File: config.mk
export PLATFORM = sky130hd
export DESIGN_NAME = uart_cfg_controller
export DESIGN_NICKNAME = d
export VERILOG_FILES = /design/src/rtl/uart_cfg_controller.sv
export SDC_FILE = /design/constraint.sdc
export NUM_CORES = 1
export LEC_CHECK = 0
export ABC_AREA = 1
export BUFFER_PORTS_ARGS = -buffer_cell sky130_fd_sc_hd__buf_4
export CAP_MARGIN = 25
export CORE_MARGIN = 2
export CORE_UTILIZATION = 38
export DETAILED_ROUTE_END_ITERATION = 8
export PLACE_DENSITY = 0.69
export SYNTH_ARGS = -nofsm -noshare
export SYNTH_HDL_FRONTEND = slang
export SYNTH_SLANG_ARGS = --single-unit
File: constraint.sdc
create_clock -name clk -period 3.8 [get_ports clk]
set_input_delay 0.19 -clock clk [delete_from_list [all_inputs] [get_ports clk]]
set_output_delay 0.19 -clock clk [all_outputs]
set_load 0.05 [all_outputs]
File: src/rtl/uart_cfg_controller.sv
// uart_cfg_controller
//   Configuration sequencer between the UART command decoder and the VGA core.
//   Each decoded (address, data) command is answered with a one-cycle ack,
//   with err alongside it when the command is rejected. Baud changes wait for
//   the UART receiver to go idle. baud_ready then drops for SETTLE_CYCLES
//   cycles before the command is acknowledged.
//
// Ports:
//   clk, rst          : system clock, synchronous active-low reset
//   valid             : command valid level, held until acknowledged
//   address, data     : 4-bit command address and write data
//   uart_busy         : UART receiver is mid-frame
//   ack, err          : completion pulse and coincident reject flag
//   baud, baud_ready  : baud code and its stability flag to the clock handler
//   cfg_mode/fg/bg    : VGA configuration registers at addresses 1..3
module uart_cfg_controller #(
  parameter int       SETTLE_CYCLES = 16,
  parameter bit [2:0] DEFAULT_BAUD  = 3'b001
) (
  input  logic       clk,
  input  logic       rst,
  input  logic       valid,
  input  logic [3:0] address,
  input  logic [3:0] data,
  input  logic       uart_busy,
  output logic       ack,
  output logic       err,
  output logic [2:0] baud,
  output logic       baud_ready,
  output logic [3:0] cfg_mode,
  output logic [3:0] cfg_fg,
  output logic [3:0] cfg_bg
);

  typedef enum logic [1:0] {
    IDLE      = 2'd0,
    ACK       = 2'd1,
    BAUD_WAIT = 2'd2,
    BAUD_HOLD = 2'd3
  } state_t;

  localparam logic [7:0] SETTLE_LOAD = 8'(SETTLE_CYCLES - 1);

  state_t     state_q, state_d;
  logic       armed_q, armed_d;
  logic       err_q, err_d;
  logic [2:0] pending_q, pending_d;
  logic [7:0] cnt_q, cnt_d;
  logic [2:0] baud_q, baud_d;
  logic       baud_ready_q, baud_ready_d;
  logic [3:0] cfg_mode_q, cfg_mode_d;
  logic [3:0] cfg_fg_q, cfg_fg_d;
  logic [3:0] cfg_bg_q, cfg_bg_d;

  logic       accept;
  logic [2:0] code;

  // State register: every flop of the block, reset synchronously.
  always_ff @(posedge clk) begin
    if (!rst) begin
      state_q      <= IDLE;
      armed_q      <= 1'b1;
      err_q        <= 1'b0;
      pending_q    <= 3'd0;
      cnt_q        <= 8'd0;
      baud_q       <= DEFAULT_BAUD;
      baud_ready_q <= 1'b1;
      cfg_mode_q   <= 4'd0;
      cfg_fg_q     <= 4'd0;
      cfg_bg_q     <= 4'd0;
    end else begin
      state_q      <= state_d;
      armed_q      <= armed_d;
      err_q        <= err_d;
      pending_q    <= pending_d;
      cnt_q        <= cnt_d;
      baud_q       <= baud_d;
      baud_ready_q <= baud_ready_d;
      cfg_mode_q   <= cfg_mode_d;
      cfg_fg_q     <= cfg_fg_d;
      cfg_bg_q     <= cfg_bg_d;
    end
  end

  // armed blocks a valid that is still high after its ack from being taken a
  // second time; it only re-arms once valid has been seen low.
  assign accept = (state_q == IDLE) && valid && armed_q;
  assign code   = data[2:0];

  // Next-state and register-update logic.
  always_comb begin
    state_d      = state_q;
    armed_d      = armed_q;
    err_d        = err_q;
    pending_d    = pending_q;
    cnt_d        = cnt_q;
    baud_d       = baud_q;
    baud_ready_d = baud_ready_q;
    cfg_mode_d   = cfg_mode_q;
    cfg_fg_d     = cfg_fg_q;
    cfg_bg_d     = cfg_bg_q;

    if (accept) begin
      armed_d = 1'b0;
    end else if (!valid) begin
      armed_d = 1'b1;
    end

    unique case (state_q)
      IDLE: begin
        if (accept) begin
          err_d   = 1'b0;
          state_d = ACK;
          unique case (address)
            4'd0: begin
              if (code > 3'd4) begin
                err_d = 1'b1;
              end else if (code != baud_q) begin
                pending_d = code;
                state_d   = BAUD_WAIT;
              end
            end
            4'd1: cfg_mode_d = data;
            4'd2: cfg_fg_d   = data;
            4'd3: cfg_bg_d   = data;
            4'd4: begin
              if (data[0]) begin
                cfg_mode_d = 4'd0;
                cfg_fg_d   = 4'd0;
                cfg_bg_d   = 4'd0;
              end
            end
            default: err_d = 1'b1;
          endcase
        end
      end
      ACK: begin
        state_d = IDLE;
      end
      BAUD_WAIT: begin
        if (!uart_busy) begin
          baud_d       = pending_q;
          baud_ready_d = 1'b0;
          cnt_d        = SETTLE_LOAD;
          state_d      = BAUD_HOLD;
        end
      end
      BAUD_HOLD: begin
        if (cnt_q == 8'd0) begin
          baud_ready_d = 1'b1;
          state_d      = ACK;
        end else begin
          cnt_d = cnt_q - 8'd1;
        end
      end
      default: state_d = IDLE;
    endcase
  end

  // Output logic: ack marks the ACK state, and err is qualified by it.
  always_comb begin
    ack        = (state_q == ACK);
    err        = (state_q == ACK) && err_q;
    baud       = baud_q;
    baud_ready = baud_ready_q;
    cfg_mode   = cfg_mode_q;
    cfg_fg     = cfg_fg_q;
    cfg_bg     = cfg_bg_q;
  end

endmodule

# Word-level counts from Yosys, hierarchy flattened
# Index checks and enable logic that the tools add are counted.
[op_classes]
addsub = 1
order_cmp = 1
n_eq_ne = 14
mux = 21
bitwise = 2
n_reduce_logical = 20
[op_table]
columns = ["operator", "count"]
rows = [
  ["$pmux W4 S2", 3],
  ["$mux W8", 2],
  ["$pmux W8 S2", 1],
  ["$mux W2", 6],
  ["$reduce_and A4 Y1", 3],
  ["$ne A2 B2 Y1 const B", 5],
  ["$reduce_and A3 Y1", 3],
  ["$eq A4 B2 Y1 const B", 2],
  ["$logic_not A8 Y1", 1],
  ["$pmux W2 S4", 1],
  ["$reduce_bool A2 Y1", 4],
  ["$sub A8 B1 Y8 const B", 1],
  ["$mux W1", 5],
  ["$reduce_and A5 Y1", 1],
  ["$eq A2 B2 Y1 const B", 2],
  ["$eq A4 B1 Y1 const B", 1],
  ["$eq A4 B3 Y1 const B", 1],
  ["$logic_not A4 Y1", 1],
  ["$mux W4", 1],
  ["$pmux W1 S2", 2],
  ["$reduce_and A2 Y1", 2],
  ["$reduce_or A4 Y1", 1],
  ["$gt A3 B3 Y1 const B", 1],
  ["$logic_and A1 B1 Y1", 3],
  ["5 further kinds", 6],
]
[word_totals]
register_bits = 31
inputBits = 12
output_inout_bits = 18
elab_cells = 69

# Logic depth before layout (Yosys ltp)
# Gate-level depths: netlist (run 1).
[depth]
word_depth = 6
ltp_mapped = 9
ltp_nobuf = 9

# Worst setup path after synthesis (run 1)
# OpenSTA, ideal clock, no wires.
[synth_timing]
kind = "register -> register"
startpoint = "reg cnt_q[0]"
endpoint = "reg cnt_q[7]"
setup_time_ps = 128
arrival_time_ps = 1212
required_time_ps = 3672
setup_slack_ps = 2460
stages_incl_launch_ff = 10
path_buffers = 0
period_less_slack_ps = 1340
path_cell_list = "dfxtp_1 -> inv_1 -> ha_1 -> nand3_1 -> nor2_1 -> nor2_1 -> nor2_4 -> nor2_1 -> nor2_1 -> nor2_1"
[synth_between]
elab_chain_len = 3
word_cells_on_any_way = 6
cone_classes = "add/sub (1); eq/ne (1); mux (2); reduce/logical (2)"
[synth_lines]
columns = ["element", "line", "source"]
rows = [
  ["start: declaration", "48", "logic [7:0] cnt_q, cnt_d;"],
  ["start signal: assignment", "76", "cnt_q <= cnt_d;"],
  ["$sub A8 B1 Y8 / $logic_not A8 Y1 (equally long branches)", "153, 149", ""],
  ["$mux W8 / $ne A2 B2 Y1 (equally long branches)", "-", ""],
  ["$pmux W8 S2 / $reduce_and A3 Y1 (equally long branches)", "-", ""],
]
# Several ways; a longest one is shown, not always the timed one. The select of a mux whose other input is x is not followed.
# A chain may end at the register's enable or synchronous reset.

# Worst setup path after layout (run 1)
# Ends and elaborated chain as after synthesis.

==> key figures, run 1 <==
Clocking
  – H-tree depth: 2
  – CTS resizes: 0
  – Worst-case clock buffer depth: 2
  – Postcts setup bufs: 0
  – Clk Tree Root Cell: clkbuf_8
  – Post-CTS Hold Buffers: 0
  – Clock latency on the worst-skew pair: 0.28 ns
  – Total CTS buffers: 5
  – Clock slew at reported path FFs: 0.06 ns
  – CTS tree: done
  – CTS Sinks: 31

Cells and area
  – Core Util, Final: 48.0%
  – Commonest non-fill, non-tap cells in the layout: nand2_1 (61), nor2_1 (38), dfxtp_1 (31)
  – Commonest non-fill, non-tap cell in the layout: nand2_1
  – Final cell count without fillers: 319
  – Fill count: 435
  – Area Overhead vs Synth: 20.9%
  – N_diodes: 0
  – Layout cells sized above 1: 19.3%
  – Final nets: 284

Setup path
  – Reg2reg path depth: 9
  – Worst path cell trace: inv_1, ha_1, nand3_1, nor2_1, nor2_1, nor2_4, nor2_1, nor2_1, nor2_1
  – CP max FO: 8
  – Critical Path End Type: flop
  – Crit path max-delay family: simple AND/OR/NAND/NOR gates
  – CP startpoint: cnt_q[0]$_SDFFE_PN0P_
  – Slowest library cell on the worst path: dfxtp_1
  – Req. time, crit path: 3.95 ns
  – CP bufs+invs: 1
  – Worst path depth: 9
  – Worst setup SP type: flop
  – WS Path Type: flop to flop
  – Worst r2r src: cnt_q[0]$_SDFFE_PN0P_
  – Most used cell, CP: nor2_1
  – Worst path arrival time: 1.70 ns
  – Delay of the slowest critical-path stage: 0.31 ns

Synth
  – Synth top area cells: dfxtp_1 (39%), nand2_1 (14%), nor2_1 (8.9%)
  – Synth Cell Area: 1600 µm²
  – Post-synthesis sequential area ratio: 38.7%
  – Cell taking the most area after synthesis: dfxtp_1
  – Yosys cell types: 24
  – Post-synthesis instance total: 237
  – Yosys Warn Count: 0
  – Top-area cell type share of the netlist area: 38.8%
  – Post-synth net total: 251
  – #FFs+latches synth: 31
  – Syn Area/Cell: 6.76 µm²

STA
  – Maximum clock rate: 649 MHz
  – Worst Tran Pin Value: 0.443 ns
  – Final worst setup slack: 2.26 ns
  – Hold WS: 0.126 ns
  – Slew Limit Fails: 0
  – Min Clock Period, post-route: 1.54 ns
  – # setup viols final: 0
  – Slew headroom: 70.4%
  – Final hold vios: 0
  – Clock skew: 0.00350 ns
  – RSZ-0062 raised after global routing: false
  – Setup TNS: 0 ns
  – Fin crit share: 40.6%

Place
  – Placer Congestion: 0.895
  – Dpl cells: 313
  – PortBufs: 29
  – Dpl hpwl: 2540 µm
  – DP Worst Slack: 2.29 ns

Floorplan
  – Chip Height: 68.9 µm
  – Initial Utilization: 39.8%
  – Io pins: 30
  – Die Wd: 68.9 µm
  – Core box area: 4030 µm²
  – Die area: 4750 µm²
  – Row cnt: 23

Global route
  – Largest net degree at the start of global routing: 18
  – Global-route wire length before repair: 5900 µm
  – Number of global-route vias before repair: 1385
  – Grt total ovfl: 0
  – Initial antenna violation count: 0
  – Routing usage on met2: 27.3%
  – Met3 track demand over resource: 5.36%
  – Grt peak-use layer: met2
  – GRT Util Overall: 16.8%
  – Met1 Usage GRT: 20.4%

Flow run
  – Total of max-cap violations: 0

Power and ir drop
  – Cell-internal power: 0.000484 W
  – PwrDens: 341 nW/µm²
  – Worst VDD drop: 0.000189 V
  – Clock network fraction of total power: 35.1%
  – P_leak: 0.930 nW
  – Register share of total power: 51.1%
  – Psw: 0.000177 W
  – Comb power frac: 13.8%
  – Sw Share: 26.7%

Routing
  – Vias after detailed routing: 1535
  – Vias per cell: 4.81
  – Drt drc: 0
  – Final wirelength: 3410 µm
  – Antenna-violating nets left: 0
  – Wire length per cell: 10.7 µm
  – Pre-antenna DRT Iters: 4
  – Iteration-0 DRC count of the detailed router: 117

Min path
  – Min-delay worst type: input pin to flop
  – Min-delay src: valid
  – Worst hold stages: 2

Outcome
  – Status: completed
## synth_stat cells
master / instances
nand2_1: 61
nor2_1: 38
dfxtp_1: 31
inv_1: 24
nand3_1: 22
a21oi_1: 19
o21ai_0: 8
inv_2: 5
xnor2_1: 5
nand2_4: 3
nor2_4: 3
clkbuf_1: 2
ha_1: 2
nand4_1: 2
nor2_2: 2
o21ai_2: 2
a31oi_1: 1
and3_1: 1
buf_6: 1
nand2_2: 1
nand3_2: 1
nor3_4: 1
o211ai_1: 1
o21ai_1: 1
## kinds of logic (layout without fill, tap and decap cells)
group | after synthesis | in the layout | synth area share [%]
xor+xnor | 5 | 5 | 2.73
fa+ha+maj | 2 | 2 | 1.56
simple gates | 135 | 135 | 38.3
buf+inv | 32 | 64 | 7.97
flops | 31 | 31 | 38.8
compound gates | 32 | 32 | 10.7
## path summary, 6_finish.rpt
check	to	slack (ns)
max	cnt_q[7]$_SDFFE_PN0P_	2.26
min	armed_q$_SDFFE_PN1P_	0.13
max reg2reg	cnt_q[7]$_SDFFE_PN0P_	2.26
min reg2reg	baud[2]$_SDFFE_PN0P_	0.45
## worst reg2reg max path: cells and delay by family, from the launching register on
kind	cells	cell delay (ns)
flip-flops	1	0.31
buffers and inverters	1	0.16
adder cells (fa/ha/maj)	1	0.18
AND/OR/NAND/NOR	7	0.78
## sequential cells by signal, summed over array words and instances, names as in the netlist
register	flops
cfg_fg	4
state_q	2
err_q	1
cfg_mode	4
cfg_bg	4
baud_ready	1
pending_q	3
cnt_q	8
armed_q	1
baud	3
## power groups by stage
stage / combinational (W) / clock (W) / sequential [W]
6_report: 0.0000913 / 0.000232 / 0.000338
5_1_grt: 0.000101 / 0.000252 / 0.000338
4_1_cts: 0.0000918 / 0.000241 / 0.000337
3_5_place_dp: 0.0000915 / 0 / 0.000344
3_3_place_gp: 0.0000909 / 0 / 0.000344
2_1_floorplan: 0.0000531 / 0 / 0.000354
## routing by layer
layer,vias up,routed length (µm)
li1,812,-
met1,681,1640
met2,35,1520
met3,7,178
met4,0,63
met5,-,0
## cell type report
type | instances | area [µm²] | area share, %
Inverter | 29 | 109 | 5.62
Multi-Input combinational cell | 174 | 853 | 44.1
Tap cell | 50 | 62.6 | 3.23
Sequential cell | 31 | 621 | 32.1
Timing Repair Buffer | 29 | 218 | 11.2
Clock buffer | 6 | 72.6 | 3.75
## per-stage QoR
step	area [µm²]	power (W)
5_1_grt	1940	0.000692
3_3_place_gp	1860	0.000435
4_1_cts	1940	0.000670
3_5_place_dp	1860	0.000436
2_1_floorplan	1600	0.000408
6_report	1940	0.000660
(Power assumes the default switching activity.)
==> run 2, diff against run 1 <==
--- a/config.mk
+++ b/config.mk
@@ -5,13 +5,13 @@
 export SDC_FILE = /design/constraint.sdc
 export NUM_CORES = 1
 export LEC_CHECK = 0
-export ABC_AREA = 1
+export ABC_AREA = 0
 export BUFFER_PORTS_ARGS = -buffer_cell sky130_fd_sc_hd__buf_4
 export CAP_MARGIN = 25
 export CORE_MARGIN = 2
 export CORE_UTILIZATION = 38
 export DETAILED_ROUTE_END_ITERATION = 8
-export PLACE_DENSITY = 0.69
+export PLACE_DENSITY = 0.72
 export SYNTH_ARGS = -nofsm -noshare
 export SYNTH_HDL_FRONTEND = slang
 export SYNTH_SLANG_ARGS = --single-unit
==> constraint.sdc (replaced) <==
create_clock -name clk -period 1.41 [get_ports clk]
set_input_delay 0.0705 -clock clk [delete_from_list [all_inputs] [get_ports clk]]
set_output_delay 0.0705 -clock clk [all_outputs]
set_load 0.05 [all_outputs]
==> run 2 against run 1 <==
The run now ends with negative setup slack left. Core utilization grew 12 points. Combinational power increased to 3.1 times the previous value. Clock power grew to 2.9 times the previous value. Clock skew is 0.0019 ns higher. Via count decreased by 6.2%. Sequential power grew to 2.7 times the previous value. Die area down 8.3%. Sequential share of layout area down 3.3 points. Worst setup slack got worse by 2.3 ns. Register-to-register slack lost 2.3 ns. Cell count is 14% lower.
==> key figures, run 2 <==
Outcome
  – Status: finished with violations
  – Failing checks: negative setup slack

Setup path
  – Crit path max-delay family: simple AND/OR/NAND/NOR gates
  – WS Path Type: flop to flop
  – Worst path arrival time: 1.71 ns (about the same)
  – Worst path cell trace: inv_4, ha_4, nor4bb_4, or3_1, or3_1, a21oi_1
  – Worst setup SP type: flop
  – Most used cell, CP: or3_1
  – CP max FO: 3 (-5)
  – Critical Path End Type: flop
  – CP bufs+invs: 1 (unchanged)
  – Req. time, crit path: 1.62 ns (-2.33 ns)
  – Slowest library cell on the worst path: dfxtp_2
  – Delay of the slowest critical-path stage: 0.35 ns (+0.04 ns)

Global route
  – Number of global-route vias before repair: 1336 (-3.5%)
  – Grt total ovfl: 0 (unchanged)
  – Initial antenna violation count: 0 (unchanged)
  – GRT Util Overall: 17.9% (+1.1 points)
  – Largest net degree at the start of global routing: 18 (unchanged)
  – Global-route wire length before repair: 5920 µm (+0.36%)

Routing
  – Vias per cell: 5.24 (+8.8%)
  – Pre-antenna DRT Iters: 4 (unchanged)
  – Wire length per cell: 14.2 µm (+33%)
  – Final wirelength: 3910 µm (+15%)
  – Drt drc: 0 (unchanged)
  – Antenna-violating nets left: 0 (unchanged)
  – Vias after detailed routing: 1440 (-6.2%)
  – Iteration-0 DRC count of the detailed router: 45 (-62%)

Synth
  – Post-Synth XOR/XNOR Area: 1.80% (-0.94 points)
  – Simple-gate share of the synthesized area: 23.0% (-15 points)
  – Top FF cell, synth: dfxtp_1
  – Post-synth net total: 177 (-29%)
  – Asr flop ratio synth: 0% (unchanged)
  – Post-synthesis instance total: 163 (-31%)
  – Cell taking the most area after synthesis: dfxtp_1
  – Yosys cell types: 39 (+63%)
  – Top post-synthesis cells by count: dfxtp_1 (31), nand2_1 (23), mux2i_1 (17)
  – Count leader, synth: dfxtp_1
  – Post-synthesis sequential area ratio: 42.5% (+3.7 points)
  – Top-area cell type share of the netlist area: 42.5% (+3.7 points)
  – Adder-Cell Fraction of Synth Area: 1.71% (+0.15 points)
  – Syn Area/Cell: 8.97 µm² (+33%)
  – Synth Cell Area: 1460 µm² (-8.7%)
  – Synth top area cells: dfxtp_1 (42%), mux2i_1 (12%), nand2_1 (5.9%)
  – #FFs+latches synth: 31 (unchanged)
  – Post-synthesis mux area share: 13.2% (+13 points)
  – Yosys Warn Count: 0 (unchanged)
  – Area fraction in compound gates after synthesis: 14.9% (+4.2 points)
  – Largest family of logic cells by synthesized area: simple AND/OR/NAND/NOR gates
  – EDFF count, synth: 0 (unchanged)

Floorplan
  – Row cnt: 22 (-4.3%)
  – Io pins: 30 (unchanged)
  – Die area: 4360 µm² (-8.3%)
  – Die Wd: 66.0 µm (-4.2%)
  – Chip Height: 66.0 µm (-4.2%)
  – Initial Utilization: 39.6% (-0.13 points)
  – Core box area: 3690 µm² (-8.4%)

Clocking
  – Clk Tree Root Cell: clkbuf_8
  – Worst-case clock buffer depth: 2 (unchanged)
  – CTS tree: done
  – CTS Sinks: 31 (unchanged)
  – Clock slew at reported path FFs: 0.07 ns (about the same)
  – H-tree depth: 2 (unchanged)
  – Clock latency on the worst-skew pair: 0.28 ns (about the same)
  – Total CTS buffers: 5 (unchanged)

Cells and area
  – Area Overhead vs Synth: 51.7%
  – N_diodes: 0 (unchanged)
  – Reg with most FFs: cnt_q
  – Commonest non-fill, non-tap cells in the layout: buf_4 (53), nand2_1 (22), dfxtp_1 (22)
  – Layout cells sized above 1: 43.2% (+24 points)
  – Commonest non-fill, non-tap cell in the layout: buf_4
  – Final nets: 240 (-15%)
  – Max reg flops: 8 (unchanged)

Place
  – Dpl hpwl: 2510 µm (-1.4%)
  – PortBufs: 29 (unchanged)
  – Placer Congestion: 0.752 (-16%)

STA
  – Worst Tran Pin Value: 0.305 ns (-0.138 ns)
  – Setup TNS: -0.351 ns (-0.351 ns)
  – Maximum clock rate: 667 MHz (+2.8%)
  – Min Clock Period, post-route: 1.50 ns (-0.0415 ns)
  – Final hold vios: 0 (unchanged)
  – RSZ-0062 raised after global routing: true
  – Clock skew: 0.00540 ns (+0.00190 ns)
  – Slew headroom: 79.4% (+9.0 points)
  – Final worst setup slack: -0.0898 ns (-2.35 ns)
  – # setup viols final: 11 (+11)
  – Fin crit share: 106% (+66 points)
  – Slew Limit Fails: 0 (unchanged)

Power and ir drop
  – PwrDens: 841 nW/µm² (+150%)
  – P_leak: 0.919 nW (-1.2%)
  – Worst VDD drop: 0.000536 V (+180%)
  – PnR Total Power: 0.00187 W (+180%)

Flow run
  – Total of max-cap violations: 0 (unchanged)

Min path
  – Min-delay worst type: input pin to flop
-- run 2: cell types whose count changed after synthesis, moves of 5 or more --
cell,before,now
or3_1,0,5
inv_2,5,0
nor2_1,38,5
o21ai_0,8,13
nand2_1,61,23
xnor2_1,5,0
nand3_1,22,7
mux2i_1,0,17
inv_1,24,5
a21oi_1,19,9
-- run 2: cell families after synthesis --
| family | Yosys count |
|---|---|
| AO/OA/AOI/OAI | 35 |
| XOR/XNOR | 3 |
| adder cells (fa/ha/maj) | 2 |
| buffers and inverters | 10 |
| flip-flops | 31 |
| multiplexers | 19 |
| AND/OR/NAND/NOR | 63 |
-- run 2: per-layer routing --
layer / part of all wire (%) / vias up / GRT usage [%]
met3: 3.3 / 5 / 4.60
met2: 55 / 23 / 31.4
met1: 40 / 686 / 20.3
met5: 0 / - / 0
met4: 1.2 / 0 / 8.16
li1: - / 726 / -
-- run 2: timing repair --
action	CTS	global route
endpoints found under the setup margin	15	23
hold endpoints to repair	2	0
hold buffers	2	0
pin swaps	7	10
resized for setup	6	22
setup buffers	6	2
-- run 2: final timing paths --
| path | cells past startpoint | end | slack, ns | startpoint |
|---|---|---|---|---|
| max | 6 | cnt_q[7]$_SDFFE_PN0P_ | -0.09 | cnt_q[1]$_SDFFE_PN0P_ |
| min | 2 | baud[0]$_SDFFE_PN1P_ | 0.01 | rst |
| max reg2reg | 6 | cnt_q[7]$_SDFFE_PN0P_ | -0.09 | cnt_q[1]$_SDFFE_PN0P_ |
| min reg2reg | 2 | cfg_bg[1]$_SDFFE_PN0P_ | 0.46 | cfg_bg[1]$_SDFFE_PN0P_ |
-- run 2: metrics by stage --
| stage | instance area (µm²) | util, % | cells | hold slack, ns | setup WS (ns) |
|---|---|---|---|---|---|
| after global placement | 1940 | 52.6 | 257 | 0.279 | -0.0522 |
| final | 2220 | 60.1 | 275 | 0.0147 | -0.0898 |
| after detailed placement | 1940 | 52.6 | 257 | 0.283 | -0.0815 |
| after global routing | 2220 | 60.1 | 275 | 0.00206 | -0.149 |
| after floorplan | 1530 | - | 163 | 0.142 | -0.0899 |
| after CTS | 2110 | 57.3 | 273 | 0.00462 | -0.0909 |
-- run 2: final cells by class --
class / instances / area, µm²
Clock buffer: 6 / 72.6
Fill cell: 328 / 1470
Tap cell: 48 / 60.1
Clock inverter: 2 / 12.5
Multi-Input combinational cell: 122 / 928
Timing Repair Buffer: 61 / 485
Sequential cell: 31 / 637
Inverter: 5 / 21.3
-- run 2: report_power, final --
group / leakage (nW) / internal, W / total (W) / switching, W
combinational: 0.623 / 0.000129 / 0.000280 / 0.000151
sequential: 0.255 / 0.000890 / 0.000902 / 0.0000124
clock: 0.0412 / 0.000344 / 0.000683 / 0.000339
